===== config.mk =====
export PLATFORM = sky130hd
export DESIGN_NAME = seq_run_monitor
export DESIGN_NICKNAME = d
export VERILOG_FILES = /design/src/rtl/seq_run_monitor.sv
export SDC_FILE = /design/constraint.sdc
export NUM_CORES = 1
export LEC_CHECK = 0
export CAP_MARGIN = 20
export CORE_ASPECT_RATIO = 1.2
export CORE_MARGIN = 3
export CORE_UTILIZATION = 55
export CTS_BUF_LIST = sky130_fd_sc_hd__clkbuf_16
export DETAILED_ROUTE_END_ITERATION = 12
export PLACE_DENSITY = 0.89
export SLEW_MARGIN = 40
export SYNTH_ARGS = -nofsm -noshare
export SYNTH_HDL_FRONTEND = slang
export SYNTH_SLANG_ARGS = --single-unit

===== constraint.sdc =====
create_clock -name clk -period 4.66 [get_ports clk]
set_clock_uncertainty 0.1 [all_clocks]
set_input_delay 0.932 -clock clk [delete_from_list [all_inputs] [get_ports clk]]
set_output_delay 0.932 -clock clk [all_outputs]
set_load 0.05 [all_outputs]

===== src/rtl/seq_run_monitor.sv =====
// Run statistics for the sequence detector output: counts runs of z_i high, measures
// their length, tracks the longest, and offers each completed length over a 1-deep slot.
module seq_run_monitor #(
    parameter int unsigned CNT_W = 16,
    parameter int unsigned LEN_W = 8
) (
    input  logic             clk,
    input  logic             rst_n,
    input  logic             z_i,
    input  logic             clr_i,
    input  logic             run_ready_i,
    output logic             run_valid_o,
    output logic [LEN_W-1:0] run_len_o,
    output logic [LEN_W-1:0] run_max_o,
    output logic [CNT_W-1:0] evt_cnt_o,
    output logic             ovf_o,
    output logic             busy_o
);

    typedef enum logic [1:0] {
        IDLE,
        RUN,
        SKIP
    } state_e;

    state_e             state_q;
    logic [LEN_W-1:0]   len_q;
    logic [LEN_W-1:0]   len_d;
    logic [LEN_W-1:0]   run_len_q;
    logic [LEN_W-1:0]   run_max_q;
    logic [CNT_W-1:0]   evt_cnt_q;
    logic [CNT_W-1:0]   evt_cnt_d;
    logic               run_valid_q;
    logic               ovf_q;
    logic               slot_free;

    // Saturating increments and slot availability (free if empty or being read now).
    always_comb begin
        len_d     = (len_q == '1) ? len_q : len_q + LEN_W'(1);
        evt_cnt_d = (evt_cnt_q == '1) ? evt_cnt_q : evt_cnt_q + CNT_W'(1);
        slot_free = !run_valid_q || run_ready_i;
    end

    always_ff @(posedge clk or negedge rst_n) begin
        if (!rst_n) begin
            state_q     <= SKIP;
            len_q       <= '0;
            run_len_q   <= '0;
            run_max_q   <= '0;
            evt_cnt_q   <= '0;
            run_valid_q <= 1'b0;
            ovf_q       <= 1'b0;
        end else if (clr_i) begin
            state_q     <= SKIP;
            len_q       <= '0;
            run_len_q   <= '0;
            run_max_q   <= '0;
            evt_cnt_q   <= '0;
            run_valid_q <= 1'b0;
            ovf_q       <= 1'b0;
        end else begin
            if (run_valid_q && run_ready_i) begin
                run_valid_q <= 1'b0;
            end
            unique case (state_q)
                SKIP: begin
                    if (!z_i) state_q <= IDLE;
                end
                IDLE: begin
                    if (z_i) begin
                        state_q   <= RUN;
                        len_q     <= LEN_W'(1);
                        evt_cnt_q <= evt_cnt_d;
                    end
                end
                RUN: begin
                    if (z_i) begin
                        len_q <= len_d;
                    end else begin
                        state_q <= IDLE;
                        if (len_q > run_max_q) run_max_q <= len_q;
                        // A load here overrides the consume-clear above on the same edge.
                        if (slot_free) begin
                            run_len_q   <= len_q;
                            run_valid_q <= 1'b1;
                        end else begin
                            ovf_q <= 1'b1;
                        end
                    end
                end
                default: state_q <= SKIP;
            endcase
        end
    end

    assign run_valid_o = run_valid_q;
    assign run_len_o   = run_len_q;
    assign run_max_o   = run_max_q;
    assign evt_cnt_o   = evt_cnt_q;
    assign ovf_o       = ovf_q;
    assign busy_o      = (state_q == RUN);

endmodule

==> results of run 1 <==
-- layer usage --
metal  wire [µm]  track usage
met5           0            0
met3         246      0.04385
met2        2759       0.3909
met4          99      0.08740
met1        2057       0.2588
-- flip-flops by register name, summed over array words and instances, names as in the netlist --
register,flops
run_len_o,8
run_max_o,8
state_q,2
evt_cnt_o,16
ovf_o,1
run_valid_o,1
len_q,8
-- worst max path at each step --
stage,startpoint,to
finish,state_q[1],busy_o
global route,clr_i,len_q[0]
CTS,state_q[1],busy_o
detailed placement,clr_i,run_len_o[6]
global placement,clr_i,len_q[0]
floorplan,z_i,evt_cnt_o[6]
-- kinds of logic (layout without fill, tap and decap cells) --
group / count (synthesis) / after routing
compound gates: 49 / 49
fa+ha+maj: 13 / 13
xor+xnor: 12 / 12
mux: 12 / 12
buf+inv: 22 / 62
simple gates: 100 / 100
flops: 44 / 44
-- final cells by class --
cell class	count	area share
Clock buffer	5	0.04119
Tap cell	54	0.02224
Clock inverter	3	0.01236
Inverter	14	0.01730
Multi-Input combinational cell	186	0.4139
Sequential cell	44	0.3629
Timing Repair Buffer	40	0.1301
-- power groups by stage --
stage | sequential (mW) | clock (mW) | combinational [mW]
after floorplan | 0.408 | 0 | 0.0341
after global placement | 0.400 | 0 | 0.0643
after detailed placement | 0.401 | 0 | 0.0669
after CTS | 0.394 | 0.394 | 0.0672
after global routing | 0.394 | 0.410 | 0.0745
final | 0.394 | 0.386 | 0.0666
-- cells in the final DEF, fill, tap and decap left out, types with 3 or more instances in the layout --
| cell type | instances |
|---|---|
| nand2b_1 | 20 |
| nand4_1 | 6 |
| clkbuf_16 | 5 |
| a21oi_1 | 8 |
| o21ai_0 | 20 |
| nor2b_1 | 4 |
| nand2_1 | 23 |
| nand3_1 | 8 |
| nor2_1 | 20 |
| inv_1 | 14 |
| a31oi_1 | 4 |
| dfrtp_1 | 43 |
| nor4_1 | 3 |
| nor3_1 | 6 |
| clkdlybuf4s50_1 | 38 |
| xor2_1 | 6 |
| ha_1 | 13 |
| xnor2_1 | 6 |
| mux2i_1 | 11 |
-- critical path, stage by stage, from the launching register on --
cell	delay [ps]
dfstp_2	370
inv_1	90
ha_1	340
clkdlybuf4s50_1	860
==> impl_results.md, run 1 <==
- # clock sinks: 44
- Finished Core Util: 0.7414
- CTS buffer count: 5
- Routed len/inst: 14.92 µm
- Setup crit end kind: output pin
- Pre-CTS WS: 1486 ps
- Grt total ovfl: 0
- Max-cap violations: 0
- CP Launch Type: register
- Fin crit share: 0.6387
- Core Box Area: between 4000 and 5000 µm²
- H-tree levels: 2
- Initial antenna violation count: 0
- Max VDD drop: 0.1670 mV
- Final setup vio count: 0
- Cell taking the most area after synthesis: dfrtp_1
- Final hold violation count: 0
- Top post-synthesis cells by count: 43 x dfrtp_1, 23 x nand2_1, 20 x nand2b_1, 20 x nor2_1, 20 x o21ai_0
- Clock power frac: 0.456
- Post-route ant nets: 0
- Final Instance Area: ~3000 µm²
- Relative slew slack: 0.5542
- Hold Path Cell Cnt: 2
- Setup bufs post-CTS: 0
- Pin count of the biggest net entering global routing: 45
- Final Wtd Congestion: between 0.8 and 0.9
- Via count: ~2000
- Syn nets: 270
- Net Sw Frac: 0.2212
- RSZ-0062 raised after global routing: no
- Power consumption: 0.8468 mW
- Reg2reg setup slack: 2520 ps
- Crit Reg-Reg Startpoint: state_q[0]
- # port buffers: 39
- Fin nets: 309
- Share of power burned in registers: 0.465
- Hold Crit Start: run_len_o[5]
- Final Worst Setup Slack: 1684 ps
- FMAX: 336.0 MHz
- Logic gate share of total power: 0.079
- Most frequent cell after synthesis: dfrtp_1
- Critical path class: register to output pin
- I/O pin cnt: 40
- Clk slew on worst S/H paths: 60 ps
- Flops & latches, synth: between 40 and 50
- Tot GR Track Use: 0.2215
- Hold_buf cts: 0
- Via density: between 5 and 6
- Final instance count without filler cells: around 350
- Worst min path class: register to register
- Die Area: about 5300 µm²
- Layout cells sized above 1: 0.06164
- Inst Count DP: around 340
- Worst Hold End: run_len_o[5]
- Drt first-iter violations: 105
- Netlist Area Pre-Place: roughly 2400 µm²
- Post-synth top flop: dfrtp_1
- Syn Area/Cell: 9.662 µm²
- Area fraction of the dominant cell type after synthesis: 0.4419
- Setup TNS: 0 ps
- Async set-reset flop share out of synthesis: 1.000
- Clk buf depth: 2
- Syn. warnings: 0
- # DRC: 0
- Slew @ Worst Pin: 662.5 ps
- WHS: between 300 and 400 ps
- CTS resizes: 0
- Switching power total: between 0.15 and 0.2 mW
- Worst-Skew Late Latency: 280 ps
- Critical Path RT: 3630 ps
- Fin. max-slew vios: 0
- Post-synth EDFFs: 0
- Vias in the first global route: 2028
- Die Wd: 66.74 µm
- Post-DP Area: 2872 µm²
- DRT Pass-1 Iters: 4
- First-pass GRT wire length: 9066 µm
- Footprint of the multi-input gates: 1257 µm²
- Initial core utilization: 0.5942
- CP max FO: 9
- Largest family of logic cells by synthesized area: simple AND/OR/NAND/NOR gates
- Leak: 1.286 nW
- Status: completed
- Period minus WS final: 2976 ps
- Fillers: ~290
- Synth unique cells: between 40 and 50
- Row count: 25
- WL final: 5164 µm
- P_int: 0.6595 mW
- XOR/XNOR share of the synthesized area: 0.04317
- Die Y: roughly 80 µm
- FF-to-FF End: evt_cnt_o[13]
- Power per cell area: 278.8 nW/µm²
- Worst EP arrival: 1940 ps
- CTS root buf: clkbuf_16
- Compound-Gate Fraction of Synth Area: 0.1346
- Adder-cell area share of the yosys netlist: 0.06680
- Dpl hpwl: 3715 µm
- Sequential fraction of the synthesis area: 0.4527
- Synthesized instance count: 252
- Seq. cell area: 1102 µm²
- Worst-case reg-to-reg path depth: 7
- Synth top area cells: dfrtp_1 44%, ha_1 6.7%, nand2b_1 5.1%
- Diodes inserted: 0
- P&R area growth vs syn: 24.77%
- CTS tree: done
- Multiplexer share of the synthesized area: 0.04985
- Post-Synth Simple-Gate Area: 0.2179
Note: power is estimated with default switching activity, not from simulation.
==> inputs of run 2 (changes only) <==
Settings changed: CORE_UTILIZATION 55 to 53, PLACE_DENSITY 0.89 to 0.86.
Clock period 4.66 ns to 2.75 ns, I/O delays scaled along.
==> run 2 against run 1 <==
Against the previous run:
- die area grew 3.5%
- first-iteration DRC count grew 2.9%
- sequential share of layout area shrank 0.10 points
- sequential power grew 69%
- sequential cell count is the same
- largest cell class unchanged
- highest routed layer unchanged
==> impl_results.md, run 2 (synthesis results as in run 1) <==
- Worst EP arrival: 1960 ps (was 1940 ps)
- FMAX: 383.8 MHz
- Worst-Skew Late Latency: 290 ps (was 280 ps)
- CTS buffer count: 5 (unchanged)
- Seq. cell area: 1102 µm² (unchanged)
- FF-to-FF End: evt_cnt_o[6] (was evt_cnt_o[13])
- DRT Pass-1 Iters: 4 (unchanged)
- Post-route ant nets: 0 (unchanged)
- Vias in the first global route: 2089 (was 2028)
- Via density: 5.756 (was 5.792)
- Fin nets: 314 (was 309)
- Initial core utilization: 0.5586 (was 0.5942)
- Routed len/inst: 15.95 µm (was 14.92 µm)
- CTS tree: done (unchanged)
- Relative slew slack: 0.5709 (was 0.5542)
- Pre-CTS WS: 206.3 ps (was 1486 ps)
- Worst-case reg-to-reg path depth: 6 (was 7)
- Worst min path class: primary input to asynchronous set/reset pin (was register to register)
- Pin count of the biggest net entering global routing: 25 (was 45)
- First-pass GRT wire length: 9708 µm (was 9066 µm)
- P&R area growth vs syn: 25.13% (was 24.77%)
- # port buffers: 39 (unchanged)
- Max VDD drop: 0.3360 mV (was 0.1670 mV)
- Setup TNS: 0 ps (unchanged)
- WL final: 5630 µm (was 5164 µm)
- Setup crit end kind: output pin (unchanged)
- Slew @ Worst Pin: 637.8 ps (was 662.5 ps)
- Final Wtd Congestion: 0.8565 (was 0.8535)
- Period minus WS final: 2606 ps
- Grt total ovfl: 0 (unchanged)
- Layout cells sized above 1: 0.07407 (was 0.06164)
- Critical path class: register to output pin (unchanged)
- Power per cell area: 444.1 nW/µm² (was 278.8 nW/µm²)
- Max-cap violations: 0 (unchanged)
- Fin crit share: 0.9475
- Reg2reg setup slack: 670 ps (was 2520 ps)
- CTS root buf: clkbuf_16 (unchanged)
- Max reg flops: 16 (unchanged)
- Final instance count without filler cells: 353 (was 346)
- Power consumption: 1.353 mW (was 0.8468 mW)
- CP Launch Type: register (unchanged)
- Final hold violation count: 0 (unchanged)
- Final setup vio count: 0 (unchanged)
- Final Instance Area: 3047 µm² (was 3038 µm²)
- RSZ-0062 raised after global routing: no (unchanged)
- Clk slew on worst S/H paths: 60 ps (about the same)
- Commonest non-fill, non-tap cell in the layout: dfrtp_1 (unchanged)
- Crit path capture: busy_o (unchanged)
- CP Launch Point: state_q[1] (unchanged)
- Footprint of the multi-input gates: 1251 µm² (was 1257 µm²)
- Final Worst Setup Slack: 144.3 ps (was 1684 ps)
- Row count: 26 (was 25)
- Hold_buf cts: 0 (unchanged)
- Leak: 1.300 nW (was 1.286 nW)
- Crit Reg-Reg Startpoint: state_q[0] (unchanged)
- Fin. max-slew vios: 0 (unchanged)
- Tot GR Track Use: 0.2351 (was 0.2215)
- Post-DP Area: 2907 µm² (was 2872 µm²)
- Die Area: 5447 µm² (was 5265 µm²)
- Initial antenna violation count: 0 (unchanged)
- I/O pin cnt: 40 (unchanged)
- Via count: 2032 (was 2004)
- # DRC: 0 (unchanged)
- Core Box Area: 4359 µm² (was 4098 µm²)
- WHS: 148.0 ps (was 376.9 ps)
- Critical Path RT: 2100 ps (was 3630 ps)
- Dpl hpwl: 4108 µm (was 3715 µm)
- Inst Count DP: 345 (was 338)
- CTS resizes: 0 (unchanged)
- Commonest non-fill, non-tap cells in the layout: 43 x dfrtp_1, 38 x clkdlybuf4s50_1, 23 x nand2_1 (unchanged)
- Diodes inserted: 0 (unchanged)
- Fillers: 333 (was 288)
- Die Y: 80.25 µm (was 78.89 µm)
- Drt first-iter violations: 108 (was 105)
- Setup bufs post-CTS: 0 (unchanged)
- # clock sinks: 44 (unchanged)
- Finished Core Util: 0.6989 (was 0.7414)
- Clk buf depth: 2 (unchanged)
- Status: completed (unchanged)
- CP max FO: 9 (unchanged)
- Die Wd: 67.88 µm (was 66.74 µm)
- H-tree levels: 2 (unchanged)
[run 2: changes by cell type in the layout (fill, tap and decap cells not counted)]
cell	delta
buf_2	+1
buf_4	+4
bufinv_16	-1
clkinv_1	-1
clkinvlp_4	+1
inv_1	+1
nor4b_1	+1
nor4b_2	-1
[run 2: worst min path at each step]
stage                               to  cells past startpoint         start
after floorplan           evt_cnt_o[0]                      0         rst_n
after global placement    run_len_o[4]                      2  run_len_o[4]
after detailed placement  run_len_o[7]                      2  run_len_o[7]
after CTS                 run_max_o[0]                      1         rst_n
after global routing      run_len_o[2]                      1         rst_n
final                     run_len_o[2]                      1         rst_n
[run 2: worst max-delay path: stages (launching register included)]
cell             delay [ps]
dfstp_2                 370
inv_1                    90
ha_1                    320
clkdlybuf4s50_1         890
[run 2: report_power, final]
part,internal (mW),leakage (nW),switching [mW]
Clock,0.330,0.0687,0.237
Sequential,0.658,0.608,0.00978
Combinational,0.0414,0.623,0.0777
[run 2: layer usage]
| layer | GRT usage | vias up | wire, µm |
|---|---|---|---|
| met1 | 0.2545 | 987 | 2258 |
| met5 | 0 | - | 0 |
| met3 | 0.05315 | 9 | 238 |
| met2 | 0.4284 | 63 | 3027 |
| li1 | - | 973 | - |
| met4 | 0.09742 | 0 | 104 |
[run 2: area by class of cell]
| class | count | area share |
|---|---|---|
| multi-input combinational | 186 | 0.4107 |
| sequential | 44 | 0.3618 |
| timing repair buffer | 45 | 0.1413 |
| clock buffer | 5 | 0.04107 |
| tap | 56 | 0.02300 |
| inverter | 14 | 0.01725 |
| clock inverter | 3 | 0.004928 |
==> variant 1, RTL diff (flow settings as in run 2) <==
Put one more register stage on the output `ovf_o`, with the module's reset. The value now appears one clock later. The other outputs are not delayed to match.
--- a/src/rtl/seq_run_monitor.sv
+++ b/src/rtl/seq_run_monitor.sv
@@ -97,7 +97,13 @@
     assign run_len_o   = run_len_q;
     assign run_max_o   = run_max_q;
     assign evt_cnt_o   = evt_cnt_q;
-    assign ovf_o       = ovf_q;
+    always_ff @(posedge clk or negedge rst_n) begin
+        if (!rst_n) begin
+            ovf_o <= '0;
+        end else begin
+            ovf_o <= ovf_q;
+        end
+    end
     assign busy_o      = (state_q == RUN);
 
 endmodule
Function: changed (a bounded check fails within 10 cycles, from zero or initial values and one cycle with rst_n low).
==> variant 1 against run 2 <==
Worst setup slack better by 0.025 ns. Critical path depth stayed put. Largest power group unchanged. Wire length is 13% lower. Critical path type unchanged. First-iteration DRC count fell by 18%. Synthesized area shrank 0.41%. Via count down 4.1%. Design area fell by 0.29%. Total power grew 6.2%. Synthesized cell count down 1.6%. Register-to-register slack improved by 0.04 ns. Sequential cell count grew 1.
==> variant 1: results (changes against run 2) <==
finish:
  buffers: 43  # -4.4%
  drive_above_1_share: 0.0759  # +0.00179
  nonClkBufAreaFrac: 0.137  # -0.00454
  inverters: 10  # -4
  seq_area_frac: 0.371  # +0.00928
global_routing:
  grtUsageTotal: 0.204  # -0.0306
  use_met3: 0.0476  # -0.00559
  use_met1: 0.258  # +0.00341
  grt_pass1_wl_um: 8400  # -13%
synth:
  synthXorXnorAreaFrac: 0.0506  # +0.00740
  synth_common_cells: "dfrtp_1 (44), nand2_1 (23), nor2_1 (23)"
  ys_seq_elements: 45  # +2.3%
  synth-adder-area-share: 0.0671  # +0.000276
  synth_compound_area_frac: 0.103  # -0.0314
  yosysSeqAreaShare: 0.465  # +0.0122
  muxShareOfSynthArea: 0.0459  # -0.00392
pwr:
  p_leak_nw: 1.29  # -0.94%
  power_density_nw_per_um2: 473  # +6.5%
placed_design:
  gp_congestion: 0.848  # -1.0%
  hpwl_um: 3440  # -16%
  placed_cell_area_um2: 2880  # -0.99%
drt:
  met1Wirelength_um: 2120  # -6.3%
  wl_met2_um: 2470  # -19%
  drtIter0Drc: 89  # -18%
status:
  status: "completed"
## variant 1: cell count changes in the layout (fill, tap and decap cells not counted), moves of 3 or more
cell,run 2,this run
a211oi_1,1,4
a21oi_1,8,12
and2_1,0,3
inv_1,15,10
nor2_1,20,23
nor3b_1,1,4
o21ai_0,20,11
xnor2_1,6,9
## variant 1: final timing paths
kind	depth (start not counted)	startpoint	slack (ns)	to
setup / recovery	3	state_q[1]	0.17	busy_o
hold / removal	2	rst_n	0.25	run_max_o[2]
setup reg to reg	5	state_q[1]	0.71	run_len_o[0]
hold reg to reg	0	ovf_q	0.26	ovf_o
max in group asynchronous	2	rst_n	1.92	evt_cnt_o[3]
min in group clk	0	ovf_q	0.26	ovf_o
## variant 1: metrics by stage
stage | total power, mW | setup WS, ns | hold WS, ns | instances
3_3_place_gp | 0.794 | 0.228 | 0.254 | 339
5_1_grt | 1.50 | 0.0840 | 0.280 | 346
6_report | 1.44 | 0.169 | 0.249 | 346
2_1_floorplan | 0.755 | 0.607 | 0.154 | 248
3_5_place_dp | 0.797 | 0.319 | 0.252 | 339
4_1_cts | 1.45 | 0.173 | 0.263 | 346
## variant 1: power breakdown
group / total, mW / internal, mW / switching (mW)
Clock: 0.652 / 0.421 / 0.230
Sequential: 0.679 / 0.672 / 0.00766
Combinational: 0.106 / 0.0373 / 0.0684
Total: 1.44 / 1.13 / 0.306
## variant 1: cells by family after synthesis
logic type,Yosys count
compound gates,40
xor+xnor,14
fa+ha+maj,13
buf+inv,18
flops,45
mux,11
simple gates,107
## variant 1: critical path, stage by stage, from the launching register on
cell,delay (ns)
dfstp_2,0.37
inv_1,0.09
ha_1,0.32
clkdlybuf4s50_1,0.87
==> variant 2, RTL diff (config.mk and constraints of run 2) <==
Without the edit above. `LEN_W`: 8 -> 16.
--- a/src/rtl/seq_run_monitor.sv
+++ b/src/rtl/seq_run_monitor.sv
@@ -2,7 +2,7 @@
 // their length, tracks the longest, and offers each completed length over a 1-deep slot.
 module seq_run_monitor #(
     parameter int unsigned CNT_W = 16,
-    parameter int unsigned LEN_W = 8
+    parameter int unsigned LEN_W = 16
 ) (
     input  logic             clk,
     input  logic             rst_n,
Ports: changed (resized run_len_o and run_max_o); port bits go from 40 to 56. The function was not compared with the original's and may differ.
==> variant 2 against run 2 <==
Design area grew 59%. Critical path depth grew 3. Sequential cell count grew 24. Total power grew 86%. Synthesized area grew 55%. Worst setup slack lost 0.050 ns. Wire length grew 67%. Sequential share of layout area shrank 1.1 points. Maximum frequency shrank 1.9%. Register-to-register slack lost 0.58 ns. Utilization grew 0.44 points. Count of clock-buffer cells in the layout grew 4. Cell count grew 52%. Largest cell class unchanged.
==> variant 2: results (changes against run 2) <==
status:
  status: "completed"
setup_path:
  r2r_slack_ns: 0.09  # -0.58 ns
  crit_path_end: "run_max_o[4]"
  cp_max_fo: 12  # +3
  critPathLaunch: "len_q[10]"
placed_design:
  place_ws_ns: 0.146  # -0.0605 ns
  placement.io_buffers: 55  # +41%
  hpwl_um: 6500  # +58%
  gp_congestion: 0.947  # +11%
drt:
  drtIter0Drc: 218  # +100%
  firstDrtPassIters: 5  # +1
  wl_per_cell_um: 17.5  # +10%
  route.met3.wl_um: 458  # +92%
  met1Wirelength_um: 3800  # +68%
  via_count: 3218  # +58%
global_routing:
  grt_pass1_wl_um: 16100  # +66%
  use_met1: 0.296  # +0.0419
  use_met2: 0.415  # -0.0136
  grt_max_degree: 45  # +80%
  grt_pass1_vias: 3374  # +62%
  grtUsageTotal: 0.240  # +0.00478
synth:
  synth_common_cells: "dfrtp_1 (67), nor2_1 (34), o21ai_0 (31)"
  synth_fp_nets: 400  # +48%
  ys_seq_elements: 68  # +55%
  synth.distinct_cells: 51  # +21%
  postSynthAreaPerCell_um2: 10.1  # +4.5%
finish:
  fillers: 502  # +51%
  clk_share: 0.0720  # +0.0260
  ff_latch_area_um2: 1700  # +54%
  buffers: 70  # +56%
  inverters: 20  # +6
  nClkBuffers: 9  # +4
  multi_input_cells: 275  # +48%
  nonClkBufAreaFrac: 0.138  # -0.00299
  multi_input_area_um2: 1940  # +55%
sta:
  fin_crit_sh: 0.966  # +0.0181
  relSlewSlack: 0.567  # -0.00426
pwr:
  p_leak_nw: 2.17  # +67%
  vdd_ir_drop_max_v: 0.000368  # +9.4%
clock_tree:
  insertion_delay_ns: 0.33  # +0.04 ns
  h-tree-depth: 3  # +1
variant 2: critical path: stages, from the launching register on:
cell and delay, ns:
dfrtp_1 0.46, ha_1 0.37, a21oi_1 0.24, a211oi_1 0.12
a2111oi_2 0.50, a31o_4 0.39, mux2_1 0.36
variant 2: power groups by stage:
stage	Combinational, mW	Clock (mW)	Sequential (mW)
after CTS	0.164	1.35	1.02
final	0.165	1.34	1.02
after global placement	0.157	0	1.04
after global routing	0.180	1.40	1.02
after floorplan	0.0805	0	1.05
after detailed placement	0.161	0	1.04
variant 2: logic make-up after synthesis:
group | share of synthesized area
xor+xnor | 0.0325
buf+inv | 0.0341
mux | 0.0819
flops | 0.451
fa+ha+maj | 0.0696
simple gates | 0.194
compound gates | 0.137
variant 2: metrics by stage:
step / cell area, um^2 / power, mW
5_1_grt: 4850 / 2.60
2_1_floorplan: 3770 / 1.13
3_3_place_gp: 4490 / 1.19
4_1_cts: 4840 / 2.53
3_5_place_dp: 4490 / 1.20
6_report: 4850 / 2.52
